==> config.mk <==
export PLATFORM = sky130hd
export DESIGN_NAME = mips_regfile_sb
export DESIGN_NICKNAME = d
export VERILOG_FILES = /design/src/rtl/mips_regfile_sb.sv
export SDC_FILE = /design/constraint.sdc
export NUM_CORES = 2
export LEC_CHECK = 0
export CAP_MARGIN = 0
export CORE_MARGIN = 2
export CORE_UTILIZATION = 56
export DETAILED_ROUTE_END_ITERATION = 8
export PLACE_DENSITY = 0.76
export SETUP_SLACK_MARGIN = 0.5
export SYNTH_ARGS = -nofsm -noshare
export SYNTH_HDL_FRONTEND = slang
export SYNTH_SLANG_ARGS = --single-unit
==> constraint.sdc <==
create_clock -name clk -period 9 [get_ports clk]
set_clock_uncertainty 0.05 [all_clocks]
set_input_delay 2.7 -clock clk [delete_from_list [all_inputs] [get_ports clk]]
set_output_delay 2.7 -clock clk [all_outputs]
set_load 0.02 [all_outputs]
==> src/rtl/mips_regfile_sb.sv <==
// Multi-read-port MIPS register file with write-back bypass and a per-register pending scoreboard.
// Define MIPS_REGFILE_RESET_EN to also clear the register array on reset.
module mips_regfile_sb #(
  parameter int DATA_W = 32,
  parameter int NREGS  = 32,
  parameter int NRD    = 2
) (
  input  logic                          clk,
  input  logic                          reset,
  input  logic [NRD-1:0]                rd_en,
  input  logic [NRD*$clog2(NREGS)-1:0]  rd_addr,
  output logic [NRD*DATA_W-1:0]         rd_data,
  output logic [NRD-1:0]                rd_busy,
  input  logic                          issue_valid,
  input  logic [$clog2(NREGS)-1:0]      issue_rd,
  output logic                          issue_stall,
  input  logic                          wb_en,
  input  logic [$clog2(NREGS)-1:0]      wb_rd,
  input  logic [DATA_W-1:0]             wb_data,
  output logic [$clog2(NREGS):0]        pend_count
);

  localparam int AW = $clog2(NREGS);
  localparam logic [AW-1:0] ZERO_IDX = '0;

  typedef logic [AW:0] cnt_t;

  logic [DATA_W-1:0] r_regs [NREGS];
  logic [NREGS-1:0]  r_pending;
  logic [NREGS-1:0]  w_pending_nxt;
  cnt_t              r_pend_count;
  cnt_t              w_pend_count_nxt;
  logic              w_wb_live;
  logic              w_issue_stall;
  logic              w_issue_acc;

  assign w_wb_live     = wb_en && (wb_rd != ZERO_IDX);
  // A write-back retiring the same destination this cycle frees it for the new issue.
  assign w_issue_stall = issue_valid && (issue_rd != ZERO_IDX) && r_pending[issue_rd]
                         && !(wb_en && (wb_rd == issue_rd));
  assign w_issue_acc   = issue_valid && !w_issue_stall && (issue_rd != ZERO_IDX);

  // Issue is applied after write-back so a same-index issue keeps the bit set for its new owner.
  always_comb begin
    // NOTE: every combinational output gets a default first so no latch can be inferred.
    w_pending_nxt    = r_pending;
    w_pend_count_nxt = '0;
    if (w_wb_live)   w_pending_nxt[wb_rd]    = 1'b0;
    if (w_issue_acc) w_pending_nxt[issue_rd] = 1'b1;
    w_pending_nxt[0] = 1'b0;
    for (int i = 0; i < NREGS; i++) begin
      w_pend_count_nxt = w_pend_count_nxt + cnt_t'(w_pending_nxt[i]);
    end
  end

  // NOTE: state is updated with non-blocking assignments so every flop samples pre-edge values.
  always_ff @(posedge clk) begin
    if (!reset) begin
      r_pending    <= '0;
      r_pend_count <= '0;
    end else begin
      r_pending    <= w_pending_nxt;
      r_pend_count <= w_pend_count_nxt;
    end
  end

`ifdef MIPS_REGFILE_RESET_EN
  always_ff @(posedge clk) begin
    if (!reset) begin
      for (int i = 0; i < NREGS; i++) r_regs[i] <= '0;
    end else if (w_wb_live) begin
      r_regs[wb_rd] <= wb_data;
    end
  end
`else
  // NOTE: the array has no reset path so it can map onto RAM; reset only blocks the write.
  always_ff @(posedge clk) begin
    if (reset && w_wb_live) r_regs[wb_rd] <= wb_data;
  end
`endif

  for (genvar p = 0; p < NRD; p++) begin : g_rd
    logic [AW-1:0]     w_addr;
    logic [DATA_W-1:0] r_data;

    assign w_addr                      = rd_addr[p*AW +: AW];
    assign rd_busy[p]                  = r_pending[w_addr] && !(wb_en && (wb_rd == w_addr));
    assign rd_data[p*DATA_W +: DATA_W] = r_data;

    always_ff @(posedge clk) begin
      if (!reset) begin
        r_data <= '0;
      end else if (rd_en[p]) begin
        if (w_addr == ZERO_IDX)                    r_data <= '0;
        else if (w_wb_live && (wb_rd == w_addr))   r_data <= wb_data;
        else                                       r_data <= r_regs[w_addr];
      end
    end
  end

  assign issue_stall = w_issue_stall;
  assign pend_count  = r_pend_count;

endmodule
* Word level (Yosys, flattened, before mapping)
Memory sizes are Yosys's and may differ from the RTL's. Cells that the tools add are included. W data, S select, Z words.
Word-level totals: register bits after elaboration 102, RAM bits 1024, memories 1
Cells by class: reduce and logical (&&, ||, !) cells 24, add/sub/neg operators 30, mux-type cells 18, eq/ne operators 3, magnitude comparators 6, bitwise operators 3
Memory list:
- r_regs | words 32, width 32, rd ports 2, clocked after Yosys merged registers in 0, write ports 1, line 28 | logic [DATA_W-1:0] r_regs [NREGS];
Operator list (number):
- $mux W32 | 6
- $add A6 B1 Y6 | 25
- $and A32 B32 Y32 | 1
- $not A32 Y32 | 1
- $or A32 B32 Y32 | 1
- $lt A5 B6 Y1 const B | 4
- $logic_and A1 B1 Y1 | 16
- $bmux W1 S5 | 3
- $eq A5 B5 Y1 | 3
- $demux W1 S5 | 2
- $ge A5 B1 Y1 const B | 2
- $logic_not A5 Y1 | 2
- $reduce_bool A5 Y1 | 2
- $mux W1 | 7
- $add A5 B1 Y6 | 1
- $add A4 B1 Y5 | 1
- $add A3 B1 Y4 | 1
- $logic_not A1 Y1 | 4
- $add A2 B1 Y3 | 1
- $add A1 B1 Y2 | 1

* Longest topological paths before layout
depth in word-level cells 39, depth in mapped cells 25, gate-level depth less buffers 22

* Worst setup path before layout
Ideal clock, no wire load.
kind input port to flip-flop, from in issue_rd[0], to reg r_pend_count[4], in the netlist pend_count[4], setup time 0.128 ns, arrival time 8.826 ns, setup slack -0.003 ns, stages 21, path buffers 2, cell sequence buf_6 -> mux4_2 -> a32o_1 -> a21oi_2 -> and4_1 -> buf_4 -> nor2_1 -> o31a_1 -> fa_1 -> fa_1 -> fa_1 -> inv_1 -> fa_1 -> fa_1 -> fa_1 -> fa_1 -> fa_1 -> a21o_1 -> a21oi_1 -> xor2_1 -> nor2_1
On the way: cells in the longest elaborated chain, start to end 38, elaborated cells between the ends (all ways) 49, classes of those cells 30 x add/sub; 2 x order compare; 1 x eq/ne; 5 x mux; 1 x bitwise; 10 x reduce/logical
RTL lines:
- start: declaration | line 15 | input logic [$clog2(NREGS)-1:0] issue_rd,
- branches (longest 7 deep; another with $lt A5 B6 Y1)
- $mux W32 (*) | line 49 | if (w_issue_acc) w_pending_nxt[issue_rd] = 1'b1;
- $add A1 B1 Y2 | line 52 | w_pend_count_nxt = w_pend_count_nxt + cnt_t'(w_pending_nxt[i]);
- $add A2 B1 Y3 | line 52
- $add A3 B1 Y4 | line 52
- $add A4 B1 Y5 | line 52
- $add A5 B1 Y6 | line 52
- $add A6 B1 Y6 (24 in series) | line 52
- $add A6 B1 Y6 (*) | line 52
- end signal: assignment | line 63 | r_pend_count <= w_pend_count_nxt;
- end: declaration | line 31 | cnt_t r_pend_count;
Mark *: on every way between the ends. The select of a mux whose other input is x is not followed. A chain may end at the register's enable or synchronous reset.

* Final worst setup path
Ends and elaborated chain as after synthesis.

==> impl_metrics.env <==
export IMPL_dr_pass1_iters=6
export IMPL_avgSynthCellArea_um2=19.1
export IMPL_slew_headroom_pct=13.0
export IMPL_fin_crit_ps=8420
export IMPL_drive_gt1_share_pct=36.3
export IMPL_synthXorXnorAreaFrac_pct=0.283
export IMPL_gp_congestion=0.892
export IMPL_synth_most_common_cell="edfxtp_1"
export IMPL_cts_htree_levels=3
export IMPL_critPathMaxStageDelay_ps=630
export IMPL_postRouteWirelength_um=161000
export IMPL_cts_root_buffer="clkbuf_16"
export IMPL_num_vias=32000
export IMPL_synthFlopType="edfxtp_1"
export IMPL_path_max_fanout=7
export IMPL_maxSlewViolCount=0
export IMPL_maxCapViolCount=0
export IMPL_yosysUniqueCellTypes=59
export IMPL_status="finished, final reports clean"
export IMPL_die_area_mm2=0.0963
export IMPL_synth_top_area_share_pct=58.5
export IMPL_synthAdderAreaFrac_pct=1.04
export IMPL_cts_tree="done"
export IMPL_drt_vias_per_instance=7.34
export IMPL_slowest_stage="fa_2"
export IMPL_ys_seq_area_share_pct=62.4
export IMPL_syn_to_final_growth_pct=15.3
export IMPL_critPathBufInv=7
export IMPL_yosys_top_cells_area="edfxtp_1 (59%), mux4_2 (26%), dfxtp_1 (3.8%)"
export IMPL_period_share_pct=93.5
export IMPL_cp_end_kind="flip-flop"
export IMPL_hold_path_class="flip-flop to flip-flop"
export IMPL_die_x_um=310
export IMPL_postRouteAntennaNets=0
export IMPL_total_leakage_power_nw=19.3
export IMPL_yosysTopAreaCell="edfxtp_1"
export IMPL_yosys_area_share_simple_pct=3.11
export IMPL_synth_compound_area_share_pct=4.55
export IMPL_gr_usage_all_layers_pct=34.3
export IMPL_grt_antenna_before_repair=6
export IMPL_start_util_pct=56.4
export IMPL_std_cell_rows=112
export IMPL_syn_inst=2751
export IMPL_core_area_mm2=0.0932
export IMPL_nets=3097
export IMPL_synth_common_cells="edfxtp_1 (1024), mux4_2 (597), clkbuf_1 (117)"
export IMPL_fmax_mhz=119
export IMPL_worst_pin_slew_ps=1300
export IMPL_grt_pass1_wl_um=232000
export IMPL_die_h_um=310
export IMPL_design_area_mm2=0.0606
export IMPL_holdWs_ps=440
export IMPL_preCtsSetupSlack_ps=-774
export IMPL_synth_edf_count=1024
export IMPL_critPathLaunchType="primary input"
export IMPL_dp_hpwl_um=91800
export IMPL_numCtsBuffers=111
export IMPL_synth_mux_area_share_pct=26.5
export IMPL_drt_iter0_markers=4779
export IMPL_crit_family="adder cells"
export IMPL_crit_chain="buf_12, buf_4, mux4_2, a32oi_1, and4_4, buf_12, buf_4, a31oi_4, fa_2, inv_2, fa_1, inv_2, fa_1, inv_2, fa_1, fa_1, fa_1, fa_2, fa_2, a21o_1, a21oi_2, xor2_1, nor2_1"
export IMPL_io_pins=131
export IMPL_ir_drop_v=0.000179
export IMPL_rsz0062_at_grt="yes"
export IMPL_cts_sinks=1125
export IMPL_timing_final_ws_setup_ps=583
export IMPL_grt_start_max_net_pins=112
export IMPL_clk_latency_ps=700
export IMPL_fillers=6087
export IMPL_yosysWarnings=0
export IMPL_crit_arrival_ps=8920
export IMPL_path_clk_slew_ps=60
export IMPL_grt_pass1_vias=32800
export IMPL_cts_max_path_buffers=3
export IMPL_powerDensity_mw_per_mm2=191
export IMPL_placed_cell_area_mm2=0.0565
export IMPL_path_class="primary input to flip-flop"
export IMPL_portBuffers=130
export IMPL_overflow=0
export IMPL_synth_top_family_by_area="multiplexers"
export IMPL_setup_viol=0
export IMPL_cp_common_cell="fa_1"
export IMPL_drc=0
export IMPL_required_ps=9500
export IMPL_wl_per_cell_um=37.0
export IMPL_ys_seq_elements=1125
export IMPL_ys_async_sr_fraction_pct=0
export IMPL_synth_area_mm2=0.0525
export IMPL_hold_viol_final=0
-- kinds of logic (layout without fill, tap and decap cells) --
family / count (synthesis) / count (layout)
other cells: 1 / 33
fa+ha+maj: 30 / 30
compound gates: 355 / 355
buf+inv: 250 / 575
flops: 1125 / 1125
xor+xnor: 17 / 17
mux: 642 / 642
simple gates: 331 / 331
-- worst min-delay path, stage by stage (launching register included) --
cell and delay, ps:
dfxtp_1 330, a22oi_1 70, o31ai_1 60
-- sequential cells by signal, indices dropped and copies added, names as in the netlist --
register / flops
r_pending: 31
pend_count: 6
r_regs: 1024
g_rd.r_data: 64
-- stage by stage --
step	total power [mW]	cells	utilization, %	setup TNS [ps]
finish	11.6	4362	65.0	0
detailed placement	6.97	4134	60.6	-2780
CTS	11.6	4356	64.8	0
floorplan	6.55	2782	-	0
global placement	6.95	4134	60.6	-2720
global route	11.9	4362	65.0	0
-- final cells by class --
cell class                      instances  area [um^2]  share of cell area [%]
Multi-Input combinational cell       1407        19300                    31.9
Clock inverter                         50          519                   0.857
Clock buffer                          161         3230                    5.33
Antenna cell                            1         2.50                 0.00413
Sequential cell                      1125        32800                    54.1
Timing Repair Buffer                  333         3060                    5.05
Tap cell                             1254         1570                    2.59
Inverter                               31          116                   0.192
-- per-layer routing --
layer | wire (um) | track usage [%] | vias to the layer above
li1 | - | - | 12200
met1 | 55700 | 46.2 | 16600
met2 | 75800 | 52.7 | 2629
met3 | 21400 | 9.77 | 507
met4 | 8400 | 15.5 | 6
met5 | 42 | 0 | -
-- cells in the final DEF (no fill, tap or decap), types with 9 or more instances in the layout --
master           instances
o22ai_1                 66
inv_1                   27
mux2i_1                 10
a211oi_1                32
buf_12                  16
and2_1                  17
a22oi_1                 32
nor2_4                  35
o21ai_0                 73
clkbuf_8                24
fa_1                    20
a21oi_1                 34
edfxtp_1              1024
nor2_1                  74
clkinv_2                22
a221o_1                 17
dfxtp_1                101
o211ai_1                15
o21a_1                  12
nand2_1                 62
conb_1                  32
mux4_2                 597
nor2b_1                 70
nand3_1                 10
buf_4                  185
mux2_2                  35
nor3_1                   9
clkbuf_1                25
o31ai_1                 35
xnor2_1                  9
clkbuf_16              112
clkdlybuf4s50_1        113
-- worst paths after layout --
| check | startpoint | to | slack [ps] | cells past startpoint |
|---|---|---|---|---|
| hold / removal | g_rd[0].r_data[13] | g_rd[0].r_data[13] | 440 | 2 |
| setup reg to reg | r_pending[27] | pend_count[4] | 2320 | 22 |
| hold reg to reg | g_rd[0].r_data[13] | g_rd[0].r_data[13] | 440 | 2 |
| setup / recovery | issue_rd[0] | pend_count[4] | 580 | 23 |
-- power breakdown --
group,internal [mW],total [mW],leakage (nW),switching [mW]
sequential,5.78,5.84,10.1,0.0680
clock,2.70,4.71,1.83,2.01
combinational,0.474,1.05,7.37,0.571
-- timing repair --
| action | 4_1_cts | 5_1_grt |
|---|---|---|
| endpoints found under the setup margin | 5 | 4 |
| pin swaps | 21 | 26 |
| resized for setup | 48 | 31 |
| setup buffers | 11 | 5 |
| hold buffers | 0 | 0 |
No activity file was read; power rests on OpenSTA's default activity.
